===== src/rtl/dly_tdc_ctrl.sv =====
// Launch/capture controller for a DLY-cell delay chain: fires an edge, samples all taps
// one clock later, decodes the thermometer code and averages 2^NAVG_LOG2 samples.
module dly_tdc_ctrl #(
  parameter int NTAPS     = 32,
  parameter int NAVG_LOG2 = 3,
  parameter int CLR_CYC   = 2,
  parameter int CW        = $clog2(NTAPS + 1)
) (
  input  logic             clk,
  input  logic             rst,
  input  logic             start,
  input  logic [NTAPS-1:0] taps,
  output logic             launch,
  output logic             busy,
  output logic             done,
  output logic [CW-1:0]    result,
  output logic             bubble,
  output logic             sat,
  output logic             zero,
  output logic             stuck
);

  localparam int AW   = CW + NAVG_LOG2;
  localparam int NW   = NAVG_LOG2 + 1;
  localparam int CLRW = (CLR_CYC > 1) ? $clog2(CLR_CYC) : 1;
  localparam int S    = 1 << NAVG_LOG2;

  typedef enum logic [2:0] {IDLE, LAUNCH, EVAL, CLEAR, DONE} state_t;

  state_t           state;
  logic [NTAPS-1:0] taps_q;
  logic [AW-1:0]    acc;
  logic [NW-1:0]    cnt;
  logic [CLRW-1:0]  clr;

  logic [CW-1:0]    n;
  logic             bub_c;
  logic             seen0;

  // Leading-ones count from tap 0; any 1 after the first 0 is a bubble.
  always_comb begin
    n     = '0;
    bub_c = 1'b0;
    seen0 = 1'b0;
    for (int unsigned i = 0; i < NTAPS; i++) begin
      if (!taps_q[i])  seen0 = 1'b1;
      else if (seen0)  bub_c = 1'b1;
      else             n = n + CW'(1);
    end
  end

  always_ff @(posedge clk) begin
    if (rst) begin
      state  <= IDLE;
      taps_q <= '0;
      acc    <= '0;
      cnt    <= '0;
      clr    <= '0;
      launch <= 1'b0;
      busy   <= 1'b0;
      done   <= 1'b0;
      result <= '0;
      bubble <= 1'b0;
      sat    <= 1'b0;
      zero   <= 1'b0;
      stuck  <= 1'b0;
    end else begin
      case (state)
        IDLE: begin
          if (start) begin
            acc    <= '0;
            cnt    <= '0;
            result <= '0;
            bubble <= 1'b0;
            sat    <= 1'b0;
            zero   <= 1'b0;
            stuck  <= 1'b0;
            launch <= 1'b1;
            busy   <= 1'b1;
            state  <= LAUNCH;
          end
        end
        LAUNCH: begin
          taps_q <= taps;
          launch <= 1'b0;
          state  <= EVAL;
        end
        EVAL: begin
          acc <= acc + AW'(n);
          cnt <= cnt + NW'(1);
          if (bub_c)              bubble <= 1'b1;
          if (n == CW'(NTAPS))    sat    <= 1'b1;
          if (n == '0)            zero   <= 1'b1;
          clr   <= '0;
          state <= CLEAR;
        end
        CLEAR: begin
          if (clr == CLRW'(CLR_CYC - 1)) begin
            // The chain must be fully discharged before the next launch.
            if (|taps) begin
              stuck  <= 1'b1;
              result <= '0;
              done   <= 1'b1;
              state  <= DONE;
            end else if (cnt == NW'(S)) begin
              result <= CW'(acc >> NAVG_LOG2);
              done   <= 1'b1;
              state  <= DONE;
            end else begin
              launch <= 1'b1;
              state  <= LAUNCH;
            end
          end else begin
            clr <= clr + CLRW'(1);
          end
        end
        DONE: begin
          done  <= 1'b0;
          busy  <= 1'b0;
          state <= IDLE;
        end
        default: state <= IDLE;
      endcase
    end
  end

endmodule


===== config.mk =====
export PLATFORM = sky130hd
export DESIGN_NAME = dly_tdc_ctrl
export DESIGN_NICKNAME = d
export VERILOG_FILES = /design/src/rtl/dly_tdc_ctrl.sv
export SDC_FILE = /design/constraint.sdc
export NUM_CORES = 1
export LEC_CHECK = 0
export CAP_MARGIN = 30
export CORE_UTILIZATION = 35
export CTS_CLUSTER_SIZE = 20
export DETAILED_ROUTE_END_ITERATION = 10
export MAX_ROUTING_LAYER = met4
export PLACE_DENSITY = 0.53
export SETUP_SLACK_MARGIN = 0.2
export SYNTH_ARGS = -nofsm -noshare
export SYNTH_HDL_FRONTEND = slang
export SYNTH_SLANG_ARGS = --single-unit

===== constraint.sdc =====
create_clock -name clk -period 18.5 [get_ports clk]
set_clock_uncertainty 0.2 [all_clocks]
set_input_delay 3.7 -clock clk [delete_from_list [all_inputs] [get_ports clk]]
set_output_delay 3.7 -clock clk [all_outputs]
set_load 0.02 [all_outputs]

==> metrics.md, run 1 <==
| Metric | Value |
|---|---|
| Number of cell rows | `57` |
| TNS Setup | `-2.19 ns` |
| Crit share post-route | `102%` |
| FF+latch count, synth | `between 60 and 70` |
| Register area share after synthesis | `14.4%` |
| Fmax | `53.0 MHz` |
| Final Slew Violations | `0` |
| CP Class | `flip-flop to flip-flop` |
| CTS root buf | `clkbuf_16` |
| Antenna violations before repair | `0` |
| Final setup violation count | `7` |
| DRT Pass-1 Iters | `5` |
| Gr usage total | `around a fifth` |
| RePlAce Congestion | `roughly 0.88` |
| CP max stage delay | `a little over 0.4 ns` |
| CP Launch Type | `flip-flop` |
| H-tree levels | `3` |
| Die X | `~160 microns` |
| Clock latency on the worst-skew pair | `between 0.3 and 0.4 ns` |
| Post-Syn Area per Cell | `around 7 sq um` |
| Final min period | `about 19 ns` |
| Share of post-route cells with drive strength above 1 | `about 19%` |
| Total Power | `~0.00047 W` |
| Final net count | `about 1.4k` |
| Status | `finished, violations left` |
| Largest net degree at the start of global routing | `between 60 and 70` |
| Worst-path clk slew | `about 0.050 ns` |
| Worst min-delay path class | `flip-flop to flip-flop` |
| MaxCap Viol Count | `0` |
| Synth area leaders | `dfxtp_1, xnor2_1, nand2_1` |
| Cell taking the most area after synthesis | `dfxtp_1` |
| GRT met2 Usage | `about 34%` |
| Vias in the first global route | `8570` |
| Distinct cells, synth | `91` |
| Warnings, synthesis | `0` |
| Top FF cell, synth | `dfxtp_1` |
| CTS buffer count | `9` |
| CTS max path bufs | `2` |
| VDD IR max | `around 0.072 mV` |
| Maximum fanout along the worst path | `4` |
| RSZ-0062 raised after global routing | `yes` |
| Post-Route WL | `~26000 microns` |
| CP required | `~18 ns` |
| Initial core utilization | `between 30% and 40%` |
| Core Area | `between 0.02 and 0.025 sq mm` |
| Mapped Cells | `1220` |
| Number of synthesized flops with an enable pin | `0` |
| Met1 Use GR | `27.8%` |
| Layout area overhead | `27.8%` |
| CTS tree | `built` |
| Pwr/cell area | `between 40 and 50 mW/mm^2` |
| Remaining DRCs | `0` |
| Crit end category | `flip-flop` |
| Post-DP HPWL | `between 15000 and 20000 microns` |
| Util after Layout | `roughly 45%` |
| Crit path top cell by count | `xnor2_1` |
| Die Ht | `159 microns` |
| Hold Vio Cnt, Final | `0` |
| Slowest stage cell, crit path | `or3b_4` |
| 1st-iter DRT viols | `roughly 630` |
| Mapped Area | `roughly 0.0086 sq mm` |
| Design area | `around 0.011 sq mm` |
| Die footprint | `0.0253 sq mm` |
| Io pins | `between 40 and 50` |
| GR Overflow Total | `0` |
| Failing checks | `setup timing` |
| Vias | `9198` |
| Wire length per cell | `between 15 and 20 microns` |
| Synthesized Nets | `~1.3k` |
| CP Data Arrival Time | `approximately 19 ns` |
| Ant. Diodes | `0` |
| LEAKAGE | `4.24 nW` |
| GRT met3 Usage | `between 2 and 2.5%` |
| Post-synth ARST share | `0%` |
| Worst slew pin tran | `approximately 1.0 ns` |
| Global-route wire length before repair | `43200 microns` |
| Placed cell areas | `just under 0.01 sq mm` |
| Worst hold margin | `roughly 0.26 ns` |
| Antenna-violating nets left | `0` |
| Vias/cell | `between 5 and 6` |
| Number of clock sinks | `62` |
| IO Port Bufs | `47` |
| Post-synth top area share | `between 10 and 15%` |
| Final worst slack | `-0.384 ns` |
| Rel. slew slack | `a little under a third` |
| Gr busiest metal | `met2` |
[flip-flops by register name, indices dropped and copies added (netlist names), 3 cells and up]
signal  cells
state       3
cnt         4
taps_q     32
acc         9
result      6
[metrics by stage]
stage / cells / setup slack [ns]
floorplan: 1220 / 0.208
global placement: 1606 / -0.304
detailed placement: 1607 / -0.737
CTS: 1650 / -0.248
global route: 1673 / -1.62
finish: 1673 / -0.384
[final timing paths]
path | depth (start not counted) | slack (ns) | endpoint | start
worst max register to register | 115 | -0.38 | acc[5] | taps_q[0]
worst min register to register | 2 | 0.26 | zero | zero
worst min-delay path | 2 | 0.26 | zero | zero
worst max-delay path | 115 | -0.38 | acc[5] | taps_q[0]
[worst max-delay path, delay by kind of cell, from the launching register on]
family	cells	cell delay (ns)
AOI/OAI and AO/OA	41	5.60
buffers and inverters	7	0.60
DFF	1	0.36
adders and majority gates	15	4.07
and+or+nand+nor	24	3.07
xor gates and xnor gates	20	3.01
muxes	8	1.73
[area by class of cell]
type	instances	area [sq um]
Clock buffer	12	256
Clock inverter	4	45.0
Fill cell	2480	13200
Inverter	42	160
Multi-Input combinational cell	1053	7390
Sequential cell	62	1250
Tap cell	324	405
Timing Repair Buffer	176	1510
[logic make-up (layout without fill, tap and decap cells)]
kind of cell,Yosys count,after routing,synth area share (%)
and+or+nand+nor,554,554,31.7
AOI/OAI and AO/OA,282,282,20.7
xor gates and xnor gates,145,145,18.2
buffers and inverters,105,234,5.17
DFF,62,62,14.4
adders and majority gates,42,42,6.10
muxes,30,30,3.69
[report_power, final]
part	switching [W]	total [W]	internal, W
clock network	0.0000571	0.000168	0.000111
registers	0.0000215	0.000165	0.000143
logic	0.0000746	0.000137	0.0000627
total	0.000153	0.000470	0.000317
[routing by layer]
layer	vias up	part of all wire, %
li1	4622	-
met1	4358	48
met2	198	47
met3	20	3.8
met4	0	0.92
met5	-	0
[cell usage in the layout, fill, tap and decap left out, types with 6 or more instances in the layout]
cell type and n:
nand2b_1 12, nand3b_1 7, a21oi_1 100, nor2_1 128
and4_1 8, xnor2_1 83, xor2_4 6, a31oi_1 15
o21ai_1 7, buf_4 114, clkdlybuf4s50_1 46, and2_1 8
ha_4 10, nor4_1 21, mux2i_1 17, mux2_4 7
and3_1 19, xnor3_1 6, inv_1 37, o21ai_0 32
o211ai_1 15, a22oi_1 16, nand3_1 44, xnor2_2 10
a211oi_1 8, a21oi_2 10, xor2_1 33, nor2b_1 16
a21boi_0 8, nand4_1 21, or4_1 7, clkbuf_16 9
ha_1 28, buf_6 14, a21o_1 8, or3_1 11
nor3_1 33, dfxtp_1 60, nand2_1 170
[cells in the mapped netlist, types with 11 or more instances]
cell / instances
nor4_1: 22
nand4_1: 21
nor2b_1: 17
nand2b_1: 12
mux2i_1: 19
a31oi_1: 17
o211ai_1: 15
a22oi_1: 17
a21oi_1: 110
inv_1: 41
or3_1: 11
xor2_1: 34
nor3_1: 35
nand3_1: 45
and3_1: 19
clkbuf_1: 40
dfxtp_1: 62
buf_2: 15
nor2_1: 130
a211oi_1: 11
o21ai_0: 44
xnor2_1: 90
nand2_1: 176
ha_1: 38
[what timing repair did]
action | CTS | global route
setup endpoints to repair | 10 | 10
pin swaps | 26 | 64
buffers inserted | 27 | 23
gates resized for setup | 22 | 75
gates cloned | 0 | 0
hold buffers | 0 | 0
No activity file was read; power rests on OpenSTA's default activity.
==> run 2, diff against run 1 <==
- REMOVE_ABC_BUFFERS: not set -> 1
==> metrics.md, run 2 (synthesized netlist as in run 1, its figures left out) <==
| Metric | Value |
|---|---|
| MaxCap Viol Count | `0 (unchanged)` |
| Crit end category | `flip-flop` |
| CTS buffer count | `9 (unchanged)` |
| Worst slew pin tran | `1.02 ns (-0.00212 ns)` |
| Vias/cell | `5.42 (-1.4%)` |
| Max FFs per register | `32 (unchanged)` |
| LEAKAGE | `4.32 nW (+2.1%)` |
| Sw Ratio | `31.8% (-0.79 points)` |
| Commonest non-fill, non-tap cell in the layout | `nand2_1` |
| CP Data Arrival Time | `18.92 ns (+0.06 ns)` |
| Failing checks | `setup timing` |
| RePlAce Congestion | `0.866 (-1.4%)` |
| Wire length per cell | `15.7 microns (-0.54%)` |
| RSZ-0062 raised after global routing | `yes` |
| Maximum fanout along the worst path | `5 (+1)` |
| CTS tree | `built` |
| WP buf/inv | `5 (-2)` |
| Final net count | `1445 (+1.9%)` |
| Seq pwr share | `33.7% (-1.3 points)` |
| GR Overflow Total | `0 (unchanged)` |
| Post-Route WL | `26700 microns (+1.1%)` |
| Pwr/cell area | `43.6 mW/mm^2 (+2.3%)` |
| Die Ht | `159 microns (unchanged)` |
| Placed cells | `1643 (+2.2%)` |
| Crit path top cell by count | `xnor2_1` |
| Final worst slack | `-0.433 ns (-0.0496 ns)` |
| Status | `finished, violations left` |
| Fmax | `52.8 MHz (-0.26%)` |
| Cell Int Power | `0.000330 W (+4.3%)` |
| Die X | `159 microns (unchanged)` |
| Worst min-delay path class | `flip-flop to flip-flop` |
| Antenna-violating nets left | `0 (unchanged)` |
| Vias in the first global route | `8818 (+2.9%)` |
| Final Slew Violations | `0 (unchanged)` |
| H-tree levels | `3 (unchanged)` |
| Io pins | `48 (unchanged)` |
| Rel. slew slack | `32.1% (+0.14 points)` |
| Global-route wire length before repair | `43900 microns (+1.6%)` |
| CP Class | `flip-flop to flip-flop` |
| CP max stage delay | `0.40 ns (about the same)` |
| Antenna violations before repair | `0 (unchanged)` |
| Layout area overhead | `28.9%` |
| CTS root buf | `clkbuf_16` |
| Clock latency on the worst-skew pair | `0.32 ns (about the same)` |
| Share of post-route cells with drive strength above 1 | `20.2% (+0.93 points)` |
| Hold Vio Cnt, Final | `0 (unchanged)` |
| Largest net degree at the start of global routing | `61 (unchanged)` |
| Comb pwr share | `29.2% (about the same)` |
| Initial core utilization | `35.5% (unchanged)` |
| TNS Setup | `-1.71 ns (+0.483 ns)` |
| CP Launch Type | `flip-flop` |
| CP required | `18.48 ns (about the same)` |
| Fillers | `2472 (-0.32%)` |
| Util after Layout | `45.8% (+0.36 points)` |
| Gr usage total | `21.1% (+0.32 points)` |
| Vias | `9216 (+0.20%)` |
| Final setup violation count | `5 (-2)` |
| Pre-CTS setup slack | `-1.40 ns (-0.663 ns)` |
| VDD IR max | `0.0552 mV (-24%)` |
| Final min period | `18.93 ns (+0.0496 ns)` |
| Die footprint | `0.0253 sq mm (unchanged)` |
| Number of clock sinks | `62 (unchanged)` |
| Number of cell rows | `57 (unchanged)` |
| Largest reg by FF count | `taps_q` |
| Psw | `0.000154 W (+0.58%)` |
| Remaining DRCs | `0 (unchanged)` |
| DRT Pass-1 Iters | `6 (+1)` |
| Largest registers | `taps_q x32, acc x9, result x6` |
| Fin cells | `1700 (+1.6%)` |
| Clock power share | `37.0% (+1.3 points)` |
| 1st-iter DRT viols | `657 (+3.6%)` |
| CTS max path bufs | `2 (unchanged)` |
| Worst-path clk slew | `0.05 ns (about the same)` |
| Slowest stage cell, crit path | `or3b_4` |
| Total Power | `0.000484 W (+3.1%)` |
| Post-DP HPWL | `20300 microns (+2.3%)` |
| Crit share post-route | `102% (+0.27 points)` |
| Top delay family on crit path | `compound AO/OA/AOI/OAI gates` |
| Core Area | `0.0242 sq mm (unchanged)` |
| Most frequent cells in the layout | `nand2_1, buf_4, nor2_1` |
| IO Port Bufs | `47 (unchanged)` |
| Ant. Diodes | `0 (unchanged)` |
[run 2: cell types whose count changed in the layout (fill, tap and decap cells not counted), sizes merged]
cell and change:
bufinv +1, clkinv -1, buf +27
[run 2: area by class of cell]
type                    count  area (sq um)  share of cell area [%]
inverters                  42           160                    1.44
multi-input cells        1053          7320                    65.9
repair buffers            203          1660                    14.9
flip-flops and latches     62          1250                    11.2
clock inverters             4          70.1                   0.631
well taps                 324           405                    3.65
clock buffers              12           246                    2.22
[run 2: what timing repair did]
item | 4_1_cts | 5_1_grt
hold buffers | 0 | 0
resized for setup | 33 | 58
setup endpoints to repair | 10 | 10
pin swaps | 29 | 81
setup buffers | 24 | 17
gates cloned | 0 | 0
[run 2: metal layers]
layer	routed length, microns	up-vias	track usage [%]
met5	0	-	-
met4	240	0	4.06
met3	818	29	1.44
met2	12500	183	34.4
met1	13100	4332	28.8
li1	-	4672	-
[run 2: path summary, 6_finish.rpt]
path | end | startpoint | slack [ns] | cells past startpoint
worst max-delay path | acc[6] | taps_q[0] | -0.43 | 115
worst min-delay path | zero | zero | 0.26 | 2
worst max register to register | acc[6] | taps_q[0] | -0.43 | 115
worst min register to register | zero | zero | 0.26 | 2
[run 2: through the flow]
stage                     cell area [sq um]  hold WS [ns]
after CTS                             10700         0.269
after global placement                10100         0.262
final                                 11100         0.262
after global routing                  11100         0.291
after detailed placement              10100         0.252
after floorplan                        8330         0.239
[run 2: power groups by stage]
stage	Clock [W]	Combinational, W	Sequential (W)
after CTS	0.000182	0.000134	0.000162
after global routing	0.000189	0.000157	0.000166
after floorplan	0	0.0000736	0.000163
after global placement	0	0.000129	0.000165
final	0.000179	0.000142	0.000163
after detailed placement	0	0.000130	0.000165
[run 2: worst register-to-register path: cells and delay by family (launching register included)]
family	cells	cell delay [ns]
XOR/XNOR	20	3.02
buffers and inverters	5	0.60
AND/OR/NAND/NOR	25	2.88
multiplexers	9	1.85
adder cells (fa/ha/maj)	15	4.01
AO/OA/AOI/OAI	41	5.88
flip-flops	1	0.35
==> run 3, diff against run 2 <==
- CTS_CLUSTER_DIAMETER: not set -> 80
==> results of run 3 <==
Final layout, timing and power as in run 2 (identical DEF).
